### src/rtl/rs_alu_if.sv
// Reservation-station operand payload and the bundle of dispatch, wakeup,
// select and issue signals shared between the ALU reservation station and its
// neighbours (rename/dispatch, writeback buses, ALU, ROB, branch unit).
package rs_alu_pkg;
    typedef struct packed {
        logic       valid;
        logic [6:0] opcode;
        logic [2:0] func3;
        logic [6:0] func7;
        logic [31:0] imm;
        logic [6:0] pd;
        logic [6:0] ps1;
        logic [6:0] ps2;
        logic       ps1_ready;
        logic       ps2_ready;
        logic [4:0] rob_index;
        logic [1:0] fu;
    } rs_data_t;
endpackage

interface rs_alu_if #(
    parameter int N_WB = 3
);
    import rs_alu_pkg::*;

    logic                      dispatch_valid;
    rs_data_t                  dispatch_data;
    logic                      rs_full;
    logic [N_WB-1:0]           wb_valid;
    logic [N_WB-1:0][6:0]      wb_pd;
    logic                      alu_ready;
    logic [4:0]                curr_rob_tag;
    logic                      mispredict;
    logic [4:0]                mispredict_tag;
    logic                      issued;
    rs_data_t                  data_out;
    logic [6:0]                ps1_idx;
    logic [6:0]                ps2_idx;

    // Reservation-station side
    modport slave (
        input  dispatch_valid, dispatch_data, wb_valid, wb_pd, alu_ready,
               curr_rob_tag, mispredict, mispredict_tag,
        output rs_full, issued, data_out, ps1_idx, ps2_idx
    );

    // Environment side (dispatch, writeback, ALU, branch unit)
    modport master (
        output dispatch_valid, dispatch_data, wb_valid, wb_pd, alu_ready,
               curr_rob_tag, mispredict, mispredict_tag,
        input  rs_full, issued, data_out, ps1_idx, ps2_idx
    );
endinterface

### src/rtl/rs_alu.sv
// ALU reservation station: DEPTH entries, lowest-free-slot allocation,
// tag-broadcast wakeup on N_WB writeback ports, lowest-index select of one
// ready entry per cycle, and ROB-window flush on branch mispredict.
module rs_alu
    import rs_alu_pkg::*;
#(
    parameter int DEPTH = 8,
    parameter int N_WB  = 3
) (
    input  logic   clk,
    input  logic   reset,
    rs_alu_if.slave bus
);
    localparam int IW = (DEPTH > 1) ? $clog2(DEPTH) : 1;

    logic [DEPTH-1:0] w_valid;
    logic [DEPTH-1:0] w_elig;
    logic [DEPTH-1:0] w_alloc;
    logic [DEPTH-1:0] w_issue;
    rs_data_t         w_ent [DEPTH];

    logic [IW-1:0]    w_free_idx;
    logic [IW-1:0]    w_sel_idx;
    logic             w_sel_any;
    logic             w_full;
    logic             w_do_disp;
    logic             w_do_issue;
    rs_data_t         w_sel_data;

    logic             r_issued;
    rs_data_t         r_data_out;

    // Full is taken from registered valid bits only, so a slot freed at an
    // issue edge becomes visible to dispatch one cycle later.
    assign w_full     = &w_valid;
    assign w_do_disp  = bus.dispatch_valid && !w_full && !bus.mispredict;
    assign w_do_issue = bus.alu_ready && !bus.mispredict && w_sel_any;

    // Priority pick of lowest free slot and lowest eligible slot (descending
    // scan so the lowest index is written last and wins).
    always_comb begin
        w_free_idx = '0;
        w_sel_idx  = '0;
        w_sel_any  = 1'b0;
        for (int i = DEPTH - 1; i >= 0; i--) begin
            if (!w_valid[i]) w_free_idx = IW'(i);
            if (w_elig[i]) begin
                w_sel_any = 1'b1;
                w_sel_idx = IW'(i);
            end
        end
        for (int i = 0; i < DEPTH; i++) begin
            w_alloc[i] = w_do_disp  && (w_free_idx == IW'(i));
            w_issue[i] = w_do_issue && (w_sel_idx  == IW'(i));
        end
    end

    // Payload of the selected entry, tagged valid for the ALU.
    always_comb begin
        w_sel_data       = w_ent[w_sel_idx];
        w_sel_data.valid = 1'b1;
    end

    for (genvar g = 0; g < DEPTH; g++) begin : g_ent
        rs_alu_entry #(.N_WB(N_WB)) u_ent (
            .clk          (clk),
            .reset        (reset),
            .i_alloc      (w_alloc[g]),
            .i_din        (bus.dispatch_data),
            .i_issue      (w_issue[g]),
            .i_wb_valid   (bus.wb_valid),
            .i_wb_pd      (bus.wb_pd),
            .i_mispredict (bus.mispredict),
            .i_mis_tag    (bus.mispredict_tag),
            .i_curr_tag   (bus.curr_rob_tag),
            .o_valid      (w_valid[g]),
            .o_eligible   (w_elig[g]),
            .o_data       (w_ent[g])
        );
    end

    // Issue register toward the ALU; cleared whenever nothing is selected.
    always_ff @(posedge clk or negedge reset) begin
        if (!reset) begin
            r_issued   <= 1'b0;
            r_data_out <= '0;
        end else if (w_do_issue) begin
            r_issued   <= 1'b1;
            r_data_out <= w_sel_data;
        end else begin
            r_issued   <= 1'b0;
            r_data_out <= '0;
        end
    end

    assign bus.rs_full  = w_full;
    assign bus.issued   = r_issued;
    assign bus.data_out = r_data_out;
    assign bus.ps1_idx  = r_data_out.ps1;
    assign bus.ps2_idx  = r_data_out.ps2;
endmodule

// One reservation-station slot: payload, valid and per-operand ready bits.
module rs_alu_entry
    import rs_alu_pkg::*;
#(
    parameter int N_WB = 3
) (
    input  logic                 clk,
    input  logic                 reset,
    input  logic                 i_alloc,
    input  rs_data_t             i_din,
    input  logic                 i_issue,
    input  logic [N_WB-1:0]      i_wb_valid,
    input  logic [N_WB-1:0][6:0] i_wb_pd,
    input  logic                 i_mispredict,
    input  logic [4:0]           i_mis_tag,
    input  logic [4:0]           i_curr_tag,
    output logic                 o_valid,
    output logic                 o_eligible,
    output rs_data_t             o_data
);
    logic     r_valid;
    logic     r_rdy1;
    logic     r_rdy2;
    rs_data_t r_data;

    logic       w_wake1, w_wake2;
    logic       w_new1, w_new2;
    logic [4:0] w_dist;
    logic [4:0] w_span;
    logic       w_flush;

    // Tag match against every broadcast port; physical reg 0 never wakes.
    always_comb begin
        w_wake1 = 1'b0;
        w_wake2 = 1'b0;
        w_new1  = 1'b0;
        w_new2  = 1'b0;
        for (int k = 0; k < N_WB; k++) begin
            if (i_wb_valid[k] && (i_wb_pd[k] != 7'd0)) begin
                if (i_wb_pd[k] == r_data.ps1) w_wake1 = 1'b1;
                if (i_wb_pd[k] == r_data.ps2) w_wake2 = 1'b1;
                if (i_wb_pd[k] == i_din.ps1)  w_new1  = 1'b1;
                if (i_wb_pd[k] == i_din.ps2)  w_new2  = 1'b1;
            end
        end
    end

    // Younger-than-branch window: distance from the branch, modulo 32, must
    // be nonzero and short of the tail distance. Tail one past the branch
    // (span 1) yields an empty window.
    assign w_dist  = r_data.rob_index - i_mis_tag;
    assign w_span  = i_curr_tag - i_mis_tag;
    assign w_flush = i_mispredict && r_valid && (w_dist != 5'd0) && (w_dist < w_span);

    // Slot state: flush/issue clear valid; allocation loads payload and
    // initial readiness; otherwise accumulate wakeups.
    always_ff @(posedge clk or negedge reset) begin
        if (!reset) begin
            r_valid <= 1'b0;
            r_rdy1  <= 1'b0;
            r_rdy2  <= 1'b0;
            r_data  <= '0;
        end else if (w_flush || i_issue) begin
            r_valid <= 1'b0;
        end else if (i_alloc) begin
            r_valid <= 1'b1;
            r_data  <= i_din;
            r_rdy1  <= i_din.ps1_ready || (i_din.ps1 == 7'd0) || w_new1;
            r_rdy2  <= i_din.ps2_ready || (i_din.ps2 == 7'd0) || w_new2;
        end else if (r_valid) begin
            r_rdy1  <= r_rdy1 || w_wake1;
            r_rdy2  <= r_rdy2 || w_wake2;
        end
    end

    assign o_valid    = r_valid;
    assign o_eligible = r_valid && r_rdy1 && r_rdy2;
    assign o_data     = r_data;
endmodule

### src/flat_wrapper.sv
// flat-port wrapper written by rule: the top's interface ports become plain ports
module rs_alu_flat import rs_alu_pkg::*;
#(
    parameter int DEPTH = 8,
    parameter int N_WB  = 3
)
  (clk, reset, bus_dispatch_valid, bus_dispatch_data, bus_wb_valid, bus_wb_pd, bus_alu_ready, bus_curr_rob_tag, bus_mispredict, bus_mispredict_tag, bus_rs_full, bus_issued, bus_data_out, bus_ps1_idx, bus_ps2_idx);
  rs_alu_if #(.N_WB(N_WB)) bus_i ();
  input  logic clk;
  input  logic reset;
  input wire logic [$bits(bus_i.dispatch_valid)-1:0] bus_dispatch_valid;
  input wire logic [$bits(bus_i.dispatch_data)-1:0] bus_dispatch_data;
  input wire logic [$bits(bus_i.wb_valid)-1:0] bus_wb_valid;
  input wire logic [$bits(bus_i.wb_pd)-1:0] bus_wb_pd;
  input wire logic [$bits(bus_i.alu_ready)-1:0] bus_alu_ready;
  input wire logic [$bits(bus_i.curr_rob_tag)-1:0] bus_curr_rob_tag;
  input wire logic [$bits(bus_i.mispredict)-1:0] bus_mispredict;
  input wire logic [$bits(bus_i.mispredict_tag)-1:0] bus_mispredict_tag;
  output wire logic [$bits(bus_i.rs_full)-1:0] bus_rs_full;
  output wire logic [$bits(bus_i.issued)-1:0] bus_issued;
  output wire logic [$bits(bus_i.data_out)-1:0] bus_data_out;
  output wire logic [$bits(bus_i.ps1_idx)-1:0] bus_ps1_idx;
  output wire logic [$bits(bus_i.ps2_idx)-1:0] bus_ps2_idx;
  assign bus_i.dispatch_valid = bus_dispatch_valid;
  assign bus_i.dispatch_data = bus_dispatch_data;
  assign bus_i.wb_valid = bus_wb_valid;
  assign bus_i.wb_pd = bus_wb_pd;
  assign bus_i.alu_ready = bus_alu_ready;
  assign bus_i.curr_rob_tag = bus_curr_rob_tag;
  assign bus_i.mispredict = bus_mispredict;
  assign bus_i.mispredict_tag = bus_mispredict_tag;
  assign bus_rs_full = bus_i.rs_full;
  assign bus_issued = bus_i.issued;
  assign bus_data_out = bus_i.data_out;
  assign bus_ps1_idx = bus_i.ps1_idx;
  assign bus_ps2_idx = bus_i.ps2_idx;
  rs_alu #(.DEPTH(DEPTH), .N_WB(N_WB)) u_core (.clk(clk), .reset(reset), .bus(bus_i));
endmodule
### config.mk
export PLATFORM = sky130hd
export DESIGN_NAME = rs_alu_flat
export DESIGN_NICKNAME = d
export VERILOG_FILES = /design/src/rtl/rs_alu_if.sv /design/src/rtl/rs_alu.sv /design/src/flat_wrapper.sv
export SDC_FILE = /design/constraint.sdc
export NUM_CORES = 2
export LEC_CHECK = 0
export ABC_AREA = 1
export BUFFER_PORTS_ARGS = -buffer_cell sky130_fd_sc_hd__buf_2
export CAP_MARGIN = 20
export CORE_MARGIN = 1.5
export CORE_UTILIZATION = 56
export CTS_BUF_LIST = sky130_fd_sc_hd__clkbuf_4
export DETAILED_ROUTE_END_ITERATION = 16
export MAX_ROUTING_LAYER = met4
export PLACE_DENSITY = 0.83
export SKIP_LAST_GASP = 1
export SYNTH_ARGS = -nofsm -noshare
export SYNTH_HDL_FRONTEND = slang
export SYNTH_SLANG_ARGS = --single-unit
### constraint.sdc
create_clock -name clk -period 3.09 [get_ports clk]
set_input_delay 0.4635 -clock clk [delete_from_list [all_inputs] [get_ports clk]]
set_output_delay 0.4635 -clock clk [all_outputs]
set_load 0.02 [all_outputs]
==> flow_metrics.tcl <==
set metrics [dict create \
    grt_pass1_vias 37300 \
    grt_pass1_wl_um 202000 \
    coreArea_um2 74300 \
    slowest_stage "dfrtp_1" \
    vias 38800 \
    crit_required_ns 2.63 \
    ys_async_sr_fraction_pct 100 \
    die_area_um2 76700 \
    cp-end-kind "output port" \
    pwr-share-seq_pct 41.9 \
    switching_share_pct 38.6 \
    drt_iter0_drc 4236 \
    clkPwrFrac_pct 24.4 \
    maxCapViolCount 0 \
    area_growth_pct 12.7 \
    outcome "finished clean" \
    yosysTopAreaCellShare_pct 43.8 \
    power_density_nw_per_um2 726 \
    syn_area_per_cell_um2 7.43 \
    critical_path.most_common_cell "inv_1" \
    fmax_ghz 0.355 \
    insertion_delay_ns 1.05 \
    cts_htree_levels 4 \
    hp-class "primary input to asynchronous set/reset pin" \
    cts_made_buffers 195 \
    grt_max_degree 112 \
    yosys_warnings 0 \
    synth_top_cell_by_area "dfrtp_1" \
    critPathKind "flip-flop to output port" \
    intPower_mw 21.1 \
    worst_setup_path_start_kind "flip-flop" \
    cellLeakagePower_nw 24.9 \
    fp.dieW_um 277 \
    irDropWorstVdd_uv 344 \
    drc_errors 0 \
    first_pass_iters 8 \
    drive_above_1_share_pct 10.9 \
    ios 215 \
    cts_buffer_depth 3 \
    cts.reportedPaths.clkPinSlew_ns 0.08 \
    finalCritPeriodShare_pct 91.1 \
    r2r-start "u_core.g_ent[0].u_ent.o_valid" \
    ys_top_cells_by_area "dfrtp_1, nand2_1, inv_1" \
    cts_tree "built" \
    clkSinkCount 736 \
    ys_types 34 \
    finalSetupViolCount 0 \
    syn-num-nets 5833 \
    ys.flop_type "dfrtp_1" \
    fin_skew_ns 0.0548 \
    core.rowCount 100 \
    drv_slew 0 \
    netlist_area_um2 42000 \
    grt_overflow 0 \
    cts_resized 0 \
    crit_path_start "u_core.g_ent[5].u_ent.o_valid" \
    die_y_um 277 \
    switching_power_mw 13.3 \
    postRouteAntennaNets 0 \
    synth-seq-cells 736 \
    dp_hpwl_um 78200 \
    total_power_mw 34.4 \
    initial_utilization_pct 56.5 \
    routedWlPerCell_um 18.3 \
    finalSetupTns_ns 0 \
    synth-edff-count 0 \
    gp_congestion 0.965 \
    hold_viol 0 \
    worst_ep_arrival_time_ns 2.35 \
    synthCells 5653 \
    antenna_found_initial 6 \
    root_buffer "clkbuf_4" \
    rsz0062_at_grt "false" \
    maxSlewHeadroom_pct 36.2 \
    synth_most_common_cell "nand2_1" \
    power_frac_comb_pct 33.7 \
    ys_seq_area_share_pct 43.8 \
    drt-total-wl_um 127000 \
    final.min_clock_period_ns 2.82 \
    synthTopCellsByCount "nand2_1, dfrtp_1, inv_1, o21ai_0, nor2_1" \
    nets 6039 \
    grtUsageTotal_pct 34.3 \
    port_buffers 213 \
    crit_path_max_fanout 5 \
    path_cells "inv_1, nor3_1, nand2_1, inv_1, buf_2" \
    avgViaCountPerCell 5.57 \
    cpPeakStageDelay_ns 0.45 \
    worstMarginPinSlew_ns 0.956 \
]
[power groups by stage]
stage | Clock, mW | Combinational (mW) | Sequential (mW)
CTS | 8.55 | 11.5 | 14.3
finish | 8.39 | 11.6 | 14.4
detailed placement | 0 | 11.3 | 14.5
global route | 9.06 | 13.2 | 14.7
global placement | 0 | 10.9 | 14.3
floorplan | 0 | 8.87 | 13.7
[worst max-delay path: cells and delay by family (launching register included)]
| family | cells | cell delay, ns |
|---|---|---|
| buffers and inverters | 3 | 0.40 |
| DFF | 1 | 0.45 |
| and+or+nand+nor | 2 | 0.46 |
[routing by layer]
metal	track usage (%)	routed length [um]	vias up
li1	-	-	18300
met1	44.2	51700	18200
met2	52.6	57800	1982
met3	6.54	13000	334
met4	15.4	5050	0
met5	-	0	-
[cell families (layout without fill, tap and decap cells)]
kind of cell | Yosys count | count (layout) | share of synthesized area [%]
compound gates | 707 | 707 | 8.49
xor+xnor | 346 | 346 | 7.21
fa+ha+maj | 61 | 61 | 1.98
buf+inv | 984 | 1330 | 9.40
flops | 736 | 736 | 43.8
other cells | 0 | 6 | 0
simple gates | 2819 | 2819 | 29.1
[through the flow]
step	instance area (um^2)	std cells	util, %	hold slack, ns	setup WS [ns]
floorplan	42000	5653	-	0.168	0.148
global placement	44100	6548	59.3	0.457	0.246
detailed placement	44100	6548	59.3	0.464	0.178
CTS	47300	6968	63.7	0.0401	0.251
global route	47300	6974	63.7	0.0782	0.216
finish	47300	6974	63.7	0.0853	0.274
[registers in the layout (all words and copies together), names as in the netlist]
signal                      flops
u_core.g_ent.u_ent.o_data     632
u_core.bus.data_out            66
u_core.g_ent.u_ent.o_valid      8
u_core.g_ent.u_ent.r_rdy1       8
u_core.g_ent.u_ent.r_rdy2       8
u_core.bus.ps1_idx              7
u_core.bus.ps2_idx              7
[timing repair]
| action | in CTS | in global routing |
|---|---|---|
| setup buffers | 0 | 0 |
| hold buffers | 83 | 0 |
| endpoints found under the hold margin | 1105 | 0 |
[worst paths after layout]
kind	endpoint	slack [ns]	cells after the start
max	bus_rs_full	0.27	5
min	u_core.g_ent[3].u_ent.o_data[11]	0.09	2
max reg2reg	u_core.g_ent[4].u_ent.r_rdy1	0.45	11
min reg2reg	u_core.g_ent[1].u_ent.o_data[54]	0.47	2
max in group asynchronous	u_core.g_ent[6].u_ent.o_data[32]	2.13	3
min in group clk	u_core.g_ent[2].u_ent.o_data[38]	0.16	4
[layout by cell type, fill, tap and decap left out, types with 5 or more instances in the layout]
master         synthesis  final
a21oi_1               29     29
buf_12                 0     47
buf_2                160    212
buf_4                 15     69
clkbuf_4               0    270
clkinv_1               2     51
clkinv_2               0      6
dfrtp_1              736    736
diode_2                0      6
dlygate4sd3_1          0     83
fa_1                   9      9
ha_1                  52     52
inv_1                570    570
inv_2                  9     10
nand2_1             1804   1803
nand3_1              292    291
nand3_4                0      5
nand3b_1             192    192
nand4_1              153    153
nor2_1               318    318
nor3_1                28     28
o21ai_0              418    418
o21ai_1              250    250
or2_1                  9      9
xnor2_1              188    188
xor2_1               158    158
[area by class of cell]
cell class,instances,area [um^2]
Clock inverter,67,363
Timing Repair Buffer,412,3370
Multi-Input combinational cell,3933,19800
Sequential cell,736,18400
Inverter,581,2180
Clock buffer,270,2030
Antenna cell,6,15.0
Fill cell,6380,27000
Tap cell,969,1210
Power figures use the tool's default switching activity.
